$ cat src/rtl/enigma_scheduler.sv
// Arbitrates IR and local letter requests onto the shared Enigma core, one letter in flight,
// and sequences rotor reconfiguration between letters.
module enigma_scheduler #(
   parameter int unsigned FIFO_DEPTH     = 8,
   parameter int unsigned TIMEOUT_CYCLES = 1024
) (
   input  logic        clk_in,
   input  logic        rst_in,
   input  logic        ir_valid_in,
   input  logic [4:0]  ir_letter_in,
   input  logic        key_valid_in,
   input  logic [4:0]  key_letter_in,
   input  logic        cfg_valid_in,
   input  logic [8:0]  rotor_select_in,
   input  logic [14:0] rotor_initial_in,
   input  logic        enc_ready_in,
   output logic        enc_valid_out,
   output logic [4:0]  enc_letter_out,
   output logic        enc_rotor_valid_out,
   output logic [8:0]  enc_rotor_select_out,
   output logic [14:0] enc_rotor_initial_out,
   input  logic        enc_valid_in,
   input  logic [4:0]  enc_letter_in,
   output logic        disp_valid_out,
   output logic [4:0]  disp_letter_out,
   output logic        disp_src_out,
   output logic [7:0]  drop_count_out,
   output logic        timeout_out,
   output logic        busy_out
);

   localparam int unsigned AW = (FIFO_DEPTH > 1) ? $clog2(FIFO_DEPTH) : 1;
   localparam int unsigned TW = (TIMEOUT_CYCLES > 2) ? $clog2(TIMEOUT_CYCLES) : 1;
   // Result must land within TIMEOUT_CYCLES-1 WAIT cycles so the pulse sits TIMEOUT_CYCLES
   // cycles after the ISSUE cycle.
   localparam logic [TW-1:0] TmoLast = TW'(TIMEOUT_CYCLES - 2);
   localparam logic [AW:0]   FifoFull = (AW+1)'(FIFO_DEPTH);

   localparam logic [2:0] StIdle    = 3'd0;
   localparam logic [2:0] StCfg     = 3'd1;
   localparam logic [2:0] StCfgWait = 3'd2;
   localparam logic [2:0] StIssue   = 3'd3;
   localparam logic [2:0] StWait    = 3'd4;

   logic [2:0]    state_q, state_d;

   logic [4:0]    fifo_mem [FIFO_DEPTH];
   logic [AW-1:0] wr_ptr_q, rd_ptr_q;
   logic [AW:0]   fifo_cnt_q;
   logic          fifo_empty, fifo_full;

   logic          key_full_q;
   logic [4:0]    key_letter_q;

   logic          cfg_pend_q;
   logic [8:0]    cfg_sel_q;
   logic [14:0]   cfg_init_q;

   logic          rr_q;
   logic          src_q;
   logic [4:0]    enc_letter_q;
   logic [8:0]    rot_sel_q;
   logic [14:0]   rot_init_q;
   logic          disp_valid_q;
   logic [4:0]    disp_letter_q;
   logic          disp_src_q;
   logic [7:0]    drop_q;
   logic          timeout_q;
   logic [TW-1:0] tmo_cnt_q;

   logic          ir_pend, key_pend;
   logic          grant, grant_src;
   logic [4:0]    grant_letter;
   logic          pop_ir, pop_key;
   logic          ir_ok, ir_push, ir_drop;
   logic          key_ok, key_load, key_drop;
   logic [1:0]    drop_inc;
   logic [8:0]    drop_sum;
   logic          result_hit, tmo_hit;

   assign fifo_empty = (fifo_cnt_q == '0);
   assign fifo_full  = (fifo_cnt_q == FifoFull);

   assign ir_pend  = !fifo_empty;
   assign key_pend = key_full_q;

   // rr_q names the source preferred when both are pending (0 = IR).
   assign grant        = (state_q == StIdle) && !cfg_pend_q && enc_ready_in && (ir_pend || key_pend);
   assign grant_src    = (ir_pend && key_pend) ? rr_q : key_pend;
   assign grant_letter = grant_src ? key_letter_q : fifo_mem[rd_ptr_q];
   assign pop_ir       = grant && !grant_src;
   assign pop_key      = grant && grant_src;

   // A pop in the same cycle frees the slot before the push lands.
   assign ir_ok    = ir_valid_in && (ir_letter_in <= 5'd25);
   assign ir_push  = ir_ok && (!fifo_full || pop_ir);
   assign ir_drop  = ir_valid_in && !ir_push;
   assign key_ok   = key_valid_in && (key_letter_in <= 5'd25);
   assign key_load = key_ok && (!key_full_q || pop_key);
   assign key_drop = key_valid_in && !key_load;

   assign drop_inc = {1'b0, ir_drop} + {1'b0, key_drop};
   assign drop_sum = {1'b0, drop_q} + {7'b0, drop_inc};

   assign result_hit = (state_q == StWait) && enc_valid_in;
   assign tmo_hit    = (state_q == StWait) && !enc_valid_in && (tmo_cnt_q == TmoLast);

   always_comb begin
      state_d = state_q;
      unique case (state_q)
         StIdle: begin
            if (cfg_pend_q) begin
               state_d = StCfg;
            end else if (grant) begin
               state_d = StIssue;
            end
         end
         StCfg:     state_d = StCfgWait;
         StCfgWait: if (enc_ready_in) state_d = StIdle;
         StIssue:   state_d = StWait;
         StWait:    if (result_hit || tmo_hit) state_d = StIdle;
         default:   state_d = StIdle;
      endcase
   end

   always_ff @(posedge clk_in) begin
      if (ir_push) begin
         fifo_mem[wr_ptr_q] <= ir_letter_in;
      end
   end

   always_ff @(posedge clk_in or negedge rst_in) begin
      if (!rst_in) begin
         state_q    <= StIdle;
         wr_ptr_q   <= '0;
         rd_ptr_q   <= '0;
         fifo_cnt_q <= '0;
         key_full_q <= 1'b0;
         key_letter_q <= '0;
         cfg_pend_q <= 1'b0;
         cfg_sel_q  <= '0;
         cfg_init_q <= '0;
         rr_q       <= 1'b0;
         src_q      <= 1'b0;
         drop_q     <= '0;
         tmo_cnt_q  <= '0;
      end else begin
         state_q <= state_d;

         if (ir_push) wr_ptr_q <= wr_ptr_q + 1'b1;
         if (pop_ir)  rd_ptr_q <= rd_ptr_q + 1'b1;
         if (ir_push && !pop_ir) begin
            fifo_cnt_q <= fifo_cnt_q + 1'b1;
         end else if (!ir_push && pop_ir) begin
            fifo_cnt_q <= fifo_cnt_q - 1'b1;
         end

         if (key_load) begin
            key_full_q   <= 1'b1;
            key_letter_q <= key_letter_in;
         end else if (pop_key) begin
            key_full_q <= 1'b0;
         end

         // A request arriving in the CFG cycle itself stays pending.
         if (cfg_valid_in) begin
            cfg_pend_q <= 1'b1;
            cfg_sel_q  <= rotor_select_in;
            cfg_init_q <= rotor_initial_in;
         end else if (state_q == StCfg) begin
            cfg_pend_q <= 1'b0;
         end

         if (grant) begin
            rr_q  <= !grant_src;
            src_q <= grant_src;
         end

         drop_q <= drop_sum[8] ? 8'hFF : drop_sum[7:0];

         if (state_q == StIssue) begin
            tmo_cnt_q <= '0;
         end else if (state_q == StWait) begin
            tmo_cnt_q <= tmo_cnt_q + 1'b1;
         end
      end
   end

   always_ff @(posedge clk_in or negedge rst_in) begin
      if (!rst_in) begin
         enc_letter_q  <= '0;
         rot_sel_q     <= '0;
         rot_init_q    <= '0;
         disp_valid_q  <= 1'b0;
         disp_letter_q <= '0;
         disp_src_q    <= 1'b0;
         timeout_q     <= 1'b0;
      end else begin
         if (grant) begin
            enc_letter_q <= grant_letter;
         end
         if ((state_q == StIdle) && cfg_pend_q) begin
            rot_sel_q  <= cfg_sel_q;
            rot_init_q <= cfg_init_q;
         end
         disp_valid_q <= result_hit;
         if (result_hit) begin
            disp_letter_q <= enc_letter_in;
            disp_src_q    <= src_q;
         end
         timeout_q <= tmo_hit;
      end
   end

   assign enc_valid_out         = (state_q == StIssue);
   assign enc_letter_out        = enc_letter_q;
   assign enc_rotor_valid_out   = (state_q == StCfg);
   assign enc_rotor_select_out  = rot_sel_q;
   assign enc_rotor_initial_out = rot_init_q;
   assign disp_valid_out        = disp_valid_q;
   assign disp_letter_out       = disp_letter_q;
   assign disp_src_out          = disp_src_q;
   assign drop_count_out        = drop_q;
   assign timeout_out           = timeout_q;
   assign busy_out              = (state_q != StIdle);

endmodule

$ cat config.mk
export PLATFORM = sky130hd
export DESIGN_NAME = enigma_scheduler
export DESIGN_NICKNAME = d
export VERILOG_FILES = /design/src/rtl/enigma_scheduler.sv
export SDC_FILE = /design/constraint.sdc
export NUM_CORES = 1
export LEC_CHECK = 0
export CORE_AREA = 5 5 115 117
export CTS_CLUSTER_SIZE = 16
export DETAILED_ROUTE_END_ITERATION = 10
export DIE_AREA = 0 0 120 122
export PLACE_DENSITY = 0.77
export SLEW_MARGIN = 20
export SYNTH_ARGS = -nofsm -noshare
export SYNTH_HDL_FRONTEND = slang
export SYNTH_SLANG_ARGS = --single-unit
$ cat constraint.sdc
create_clock -name clk_in -period 5.4 [get_ports clk_in]
set_input_delay 0.81 -clock clk_in [delete_from_list [all_inputs] [get_ports clk_in]]
set_output_delay 0.81 -clock clk_in [all_outputs]
set_load 0.005 [all_outputs]
==> impl_metrics.py <==
metrics = {
    "outcome": {
        "outcome": "completed",
    },
    "grt": {
        "grt_pass1_wl_um": 19800,
        "grt_overflow_total": 0,
        "grt_max_degree": 58,
        "grt_use_total": 0.176,
        "grt_pass1_vias": 3859,
        "antenna_found_initial": 0,
    },
    "worst_setup_path": {
        "path_cells": "clkdlybuf4s50_1, nor2b_1, nand3_2, a31oi_2, ha_1, inv_1, ha_1, a21o_1, a2111oi_0, o31ai_1",
        "path_max_fanout": 12,
        "arrival_ns": 3.81,
        "startpoint_type": "input pin",
        "path_delay_family": "compound AO/OA/AOI/OAI gates",
        "crit_required_ns": 5.68,
        "path_buf_inv": 2,
        "worst_path_largest_cell_delay_ns": 0.47,
        "crit_slowest_cell": "clkdlybuf4s50_1",
        "end_kind": "flip-flop",
        "crit_top_cell": "ha_1",
        "path_class": "input pin to flip-flop",
    },
    "placement": {
        "dp_hpwl_um": 8030,
        "port_buffers": 93,
        "gp_congestion": 0.768,
    },
    "sta": {
        "tightest_slew_ns": 0.767,
        "worst_hold_slack_ns": 0.389,
        "slew_viol_final": 0,
        "fin_crit_ns": 3.52,
        "fin_crit_sh": 0.653,
        "max_freq_ghz": 0.284,
        "hold_viol_final": 0,
        "fin_skew_ns": 0.0118,
        "rsz0062_at_grt": "false",
        "fin_setup_tns_ns": 0,
        "slew_headroom": 0.487,
        "finalSetupViolations": 0,
    },
    "clock_tree": {
        "cts_setup_buffers": 0,
        "clk_pin_slew_ns": 0.06,
        "cts_resized": 0,
        "holdBufCountCts": 0,
        "clock_sinks": 141,
        "htreeDepth": 4,
        "root_buffer": "clkbuf_16",
        "numCtsBuffers": 17,
        "cts_tree": "yes",
        "clkLatencyLatePin_ns": 0.42,
        "cts.path.max_buffers": 2,
    },
    "drt": {
        "totalWireLength_um": 11700,
        "drt_iter0_drc": 217,
        "drtAntennaViolNets": 0,
        "detail_route.vias_per_cell": 5.43,
        "vias": 3567,
        "drcViolationCount": 0,
        "drt_first_pass_iters": 4,
        "wl_per_cell_um": 17.9,
    },
    "floorplan": {
        "initial_core_util": 0.481,
        "core_mm2": 0.0123,
        "io-pin-count": 94,
        "fp.dieH_um": 122,
        "die-area_mm2": 0.0146,
        "num_rows": 41,
        "die_w_um": 120,
    },
    "synthesis": {
        "synth_top_area_frac": 0.428,
        "synthDistinctLibCells": 57,
        "syn_area_mm2": 0.00590,
        "synth.avg_cell_area_um2": 15.0,
        "ys_warn_count": 0,
        "ys_ff_latch": 141,
        "synth_top_area_cell": "dfrtp_1",
        "synth_nets": 448,
        "synthTopCellsByCount": "dfrtp_1, mux2_2, edfxtp_1",
        "ys_seq_area_frac": 0.632,
        "async_reset_ff_frac": 0.716,
        "synth_edf_count": 40,
        "synth_ff_type": "dfrtp_1",
        "yosysMostFrequentCell": "dfrtp_1",
        "synth_cells": 392,
        "synth.area.top_cells": "dfrtp_1, edfxtp_1, mux2_2, mux2_1, mux4_2",
    },
    "cells_and_area": {
        "n_antenna_cell": 0,
        "fillCellCount": 908,
        "layout-drive-gt1-share": 0.199,
        "fin_nets": 550,
        "multiInputGateArea_mm2": 0.00207,
        "area_delta_synth_final_pct": 29.8,
        "seqCellArea_mm2": 0.00373,
        "fin_util": 0.625,
    },
    "flow_run": {
        "cap_violations": 0,
    },
    "pwr": {
        "max-vdd-ir-drop_uv": 323,
        "power.leakage_nw": 3.11,
        "power_density_mw_per_mm2": 551,
    },
    "hold_path": {
        "hold_class": "input pin to async pin",
    },
}
[metrics by stage]
| stage | setup WS (ns) | total power, mW | std cells | instance area [um2] |
|---|---|---|---|---|
| floorplan | 2.38 | 2.32 | 392 | 5900 |
| global placement | 1.60 | 2.83 | 625 | 6960 |
| detailed placement | 1.49 | 2.89 | 625 | 6960 |
| CTS | 1.91 | 4.28 | 657 | 7660 |
| global route | 1.51 | 4.46 | 657 | 7660 |
| finish | 1.88 | 4.22 | 657 | 7660 |
[worst reg2reg max path, cell delays in order (launching register included)]
cell and delay [ns]:
dfrtp_1 0.45, nor3_4 0.38, nand3_2 0.16, a31oi_2 0.47, ha_1 0.30, inv_1 0.13, ha_1 0.30, a21o_1 0.21
a2111oi_0 0.39, o31ai_1 0.13
[per-layer routing]
metal	up-vias	global-route usage	share of wire
li1	1669	-	-
met2	87	0.299	0.53
met3	12	0.0590	0.057
met5	-	0	0
met4	0	0.0630	0.015
met1	1799	0.210	0.40
[power by group]
group | internal (mW) | total (mW) | switching (mW)
Combinational | 0.709 | 1.18 | 0.471
Clock | 0.927 | 1.37 | 0.440
Sequential | 1.40 | 1.67 | 0.273
[placed cells by master (no fill, tap or decap), types with 4 or more instances in the layout]
cell type        netlist  routed
a21oi_1                6       6
nor2_1                12      12
mux2_2                43      43
clkdlybuf4s50_1        0      92
mux2i_1                9       9
nor3_1                 6       6
mux2_1                20      20
o21ai_0               18      18
bufinv_16              0       7
inv_1                  7       7
xor2_1                 5       5
edfxtp_1              40      40
a22oi_1                5       5
dfrtp_1              101     101
ha_1                   8       8
mux4_2                10      10
clkbuf_16              0      17
nand2_1               25      25
nand3_1                9       9
xnor2_1                4       4
[final timing paths]
kind | endpoint | slack, ns | start | cells past startpoint
setup / recovery | fifo_cnt_q[3] | 1.88 | enc_ready_in | 10
hold / removal | cfg_init_q[5] | 0.39 | rst_in | 1
setup reg to reg | fifo_cnt_q[3] | 2.35 | state_q[2] | 9
hold reg to reg | tmo_cnt_q[9] | 0.48 | tmo_cnt_q[9] | 1
max in group asynchronous | key_letter_q[3] | 3.89 | rst_in | 2
min in group clk_in | tmo_cnt_q[9] | 0.48 | tmo_cnt_q[9] | 1
[kinds of logic after synthesis]
family          count (synthesis)  synth area share
compound gates                 48            0.0560
xor+xnor                        9            0.0134
fa+ha+maj                      10            0.0238
buf+inv                        20            0.0174
flops                         141             0.632
mux                            82             0.174
simple gates                   82            0.0838
[state kept, by name (all words and copies together) (netlist names), 4 cells and up]
signal and flops:
cfg_init_q 15, tmo_cnt_q 10, drop_count_out 8, cfg_sel_q 9
enc_letter_out 5, enc_rotor_select_out 9, fifo_mem 40, disp_letter_out 5
enc_rotor_initial_out 15, fifo_cnt_q 4, key_letter_q 5
[cell type report]
class	instances	area share
flip-flops and latches	141	0.487
multi-input cells	231	0.270
repair buffers	95	0.123
clock buffers	18	0.0573
clock inverters	14	0.0341
well taps	150	0.0245
inverters	8	0.00392
Power figures use the tool's default switching activity.
==> RTL edit (config.mk and constraints unchanged) <==
Register the output `drop_count_out` once more, cleared by the reset; this adds one clock of latency there. The other outputs are not delayed to match.
--- a/src/rtl/enigma_scheduler.sv
+++ b/src/rtl/enigma_scheduler.sv
@@ -220,7 +220,13 @@
    assign disp_valid_out        = disp_valid_q;
    assign disp_letter_out       = disp_letter_q;
    assign disp_src_out          = disp_src_q;
-   assign drop_count_out        = drop_q;
+   always_ff @(posedge clk_in or negedge rst_in) begin
+      if (!rst_in) begin
+         drop_count_out <= '0;
+      end else begin
+         drop_count_out <= drop_q;
+      end
+   end
    assign timeout_out           = timeout_q;
    assign busy_out              = (state_q != StIdle);
 
Function: changed (Yosys sat finds a counterexample within 4 cycles, from zero or initial values and one cycle with rst_in low).
==> RTL edit against the original RTL <==
First-iteration DRC count rose by 24%; wire length rose by 1.3%; area after synthesis rose by 2.9%; cell area rose by 0.64%; count of clock-buffer cells in the layout rose by 7; cell count rose by 0.91%; total power fell by 3.3%; worst setup slack got worse by 0.075 ns; sequential cell count rose by 8; die area did not move; critical endpoint unchanged; largest cell class unchanged; highest routed layer unchanged.
==> RTL edit: results (changes against the original RTL) <==
| Metric | Value |
|---|---|
| Outcome | `complete, no violations` |
| Largest reg by FF count | `fifo_mem` |
| GR Util met3 | `0.0515 (-0.00743)` |
| Internal | `2.95 mW (-2.8%)` |
| Area after DPL | `7130 sq um (+2.5%)` |
| Clock Latency Late Sink | `0.41 ns` |
| Pin count of the biggest net entering global routing | `57 (-1.7%)` |
| Synth unique cells | `53 (-7.0%)` |
| Ys Warns | `0 (unchanged)` |
| Worst Hold Class | `register to register` |
| Crit path max fanout | `12 (unchanged)` |
| First-pass GRT wire length | `20100 um (+1.5%)` |
| Synth async-reset ratio | `0.732 (+0.0152)` |
| Post-synth EDFFs | `40 (unchanged)` |
| Slew headroom | `0.481 (-0.00681)` |
| Synth area leaders | `dfrtp_1, edfxtp_1, mux2_2` |
| Share of the yosys chip area belonging to registers | `0.647 (+0.0153)` |
| # nets final | `558 (+1.5%)` |
| Largest register FFs | `40 (unchanged)` |
| H-tree Lvls | `4 (unchanged)` |
| Antenna diodes | `0 (unchanged)` |
| PortBufs | `93 (unchanged)` |
| Post-DR wirelength/cell | `17.9 um (+0.38%)` |
| Vias in the first global route | `3894 (+0.91%)` |
| Total setup buffers inserted after CTS | `0 (unchanged)` |
| Initial DRC count | `270 (+24%)` |
| Total GRT Usage | `0.177 (+0.00149)` |
| Leak pwr | `3.13 nW (+0.74%)` |
| Worst EP arrival | `3.88 ns (+0.07 ns)` |
| DP HPWL | `8090 um (+0.79%)` |
| Gpl congestion | `0.792 (+3.0%)` |
| First-pass DRT Iterations | `6 (+2)` |
| Layout cells sized above 1 | `0.222 (+0.0230)` |
| Post-synth top cells | `dfrtp_1, mux2_2, edfxtp_1` |
| Met2 GRT Util | `0.292 (-0.00738)` |
| Clock transition at path regs | `0.06 ns (about the same)` |
| M1 GR Usage | `0.223 (+0.0136)` |
| Max clock buf depth | `2 (unchanged)` |
| CTS Root Cell | `clkbuf_16` |
| Max IR drop VDD | `0.266 mV (-18%)` |
| Ys flop type | `dfrtp_1` |
| Net count after synthesis | `456 (+1.8%)` |
| Total vias in the final route | `3653 (+2.4%)` |
| Clock skew | `0.00646 ns (-0.00539 ns)` |
-- RTL edit: final cells by class --
type | instances | area, sq um
Multi-Input combinational cell | 231 | 2040
Clock inverter | 5 | 100
Inverter | 8 | 30.0
Sequential cell | 149 | 3930
Timing Repair Buffer | 95 | 943
Tap cell | 150 | 188
Clock buffer | 25 | 475
Fill cell | 917 | 4550
-- RTL edit: worst max-delay path: stages --
cell and delay [ns]:
clkdlybuf4s50_1 0.52, nor2b_1 0.43, nand3_2 0.15, a31oi_2 0.46
ha_1 0.31, inv_1 0.13, ha_1 0.28, a21o_1 0.21
a2111oi_0 0.44, o31ai_1 0.14
-- RTL edit: per-stage QoR --
| step | setup WS (ns) | cells |
|---|---|---|
| 2_1_floorplan | 2.38 | 400 |
| 3_3_place_gp | 1.57 | 633 |
| 3_5_place_dp | 1.39 | 633 |
| 4_1_cts | 1.83 | 663 |
| 5_1_grt | 1.48 | 663 |
| 6_report | 1.80 | 663 |
-- RTL edit: path summary, 6_finish.rpt --
path | from | end | slack [ns] | depth (start not counted)
worst max register to register | state_q[2]$_DFFE_PN0P_ | fifo_cnt_q[3]$_DFFE_PN0P_ | 2.34 | 9
worst min register to register | drop_q[0]$_DFF_PN0_ | drop_count_out[0]$_DFF_PN0_ | 0.39 | 0
worst min-delay path | drop_q[0]$_DFF_PN0_ | drop_count_out[0]$_DFF_PN0_ | 0.39 | 0
max in group asynchronous | rst_in | enc_rotor_initial_out[12]$_DFFE_PN0P_ | 3.84 | 2
min in group asynchronous | rst_in | tmo_cnt_q[3]$_DFFE_PN0P_ | 0.45 | 1
worst max-delay path | enc_ready_in | fifo_cnt_q[3]$_DFFE_PN0P_ | 1.80 | 10
-- RTL edit: power groups by stage --
stage	logic, mW	registers [mW]	clock network, mW
after detailed placement	1.19	1.77	0
after CTS	1.20	1.75	1.17
after global routing	1.29	1.81	1.23
after global placement	1.15	1.75	0
final	1.17	1.75	1.15
after floorplan	0.689	1.70	0
-- RTL edit: per-layer routing --
metal	share of wire	vias to the layer above
met5	0	-
met4	0.021	0
met3	0.055	19
met2	0.50	102
met1	0.42	1846
li1	-	1686
-- RTL edit: cell families after synthesis --
family | after synthesis | share of synthesized area
AO/OA/AOI/OAI | 50 | 0.0561
XOR/XNOR | 9 | 0.0130
adder cells (fa/ha/maj) | 10 | 0.0231
buffers and inverters | 20 | 0.0163
flip-flops | 149 | 0.647
multiplexers | 80 | 0.166
AND/OR/NAND/NOR | 82 | 0.0787
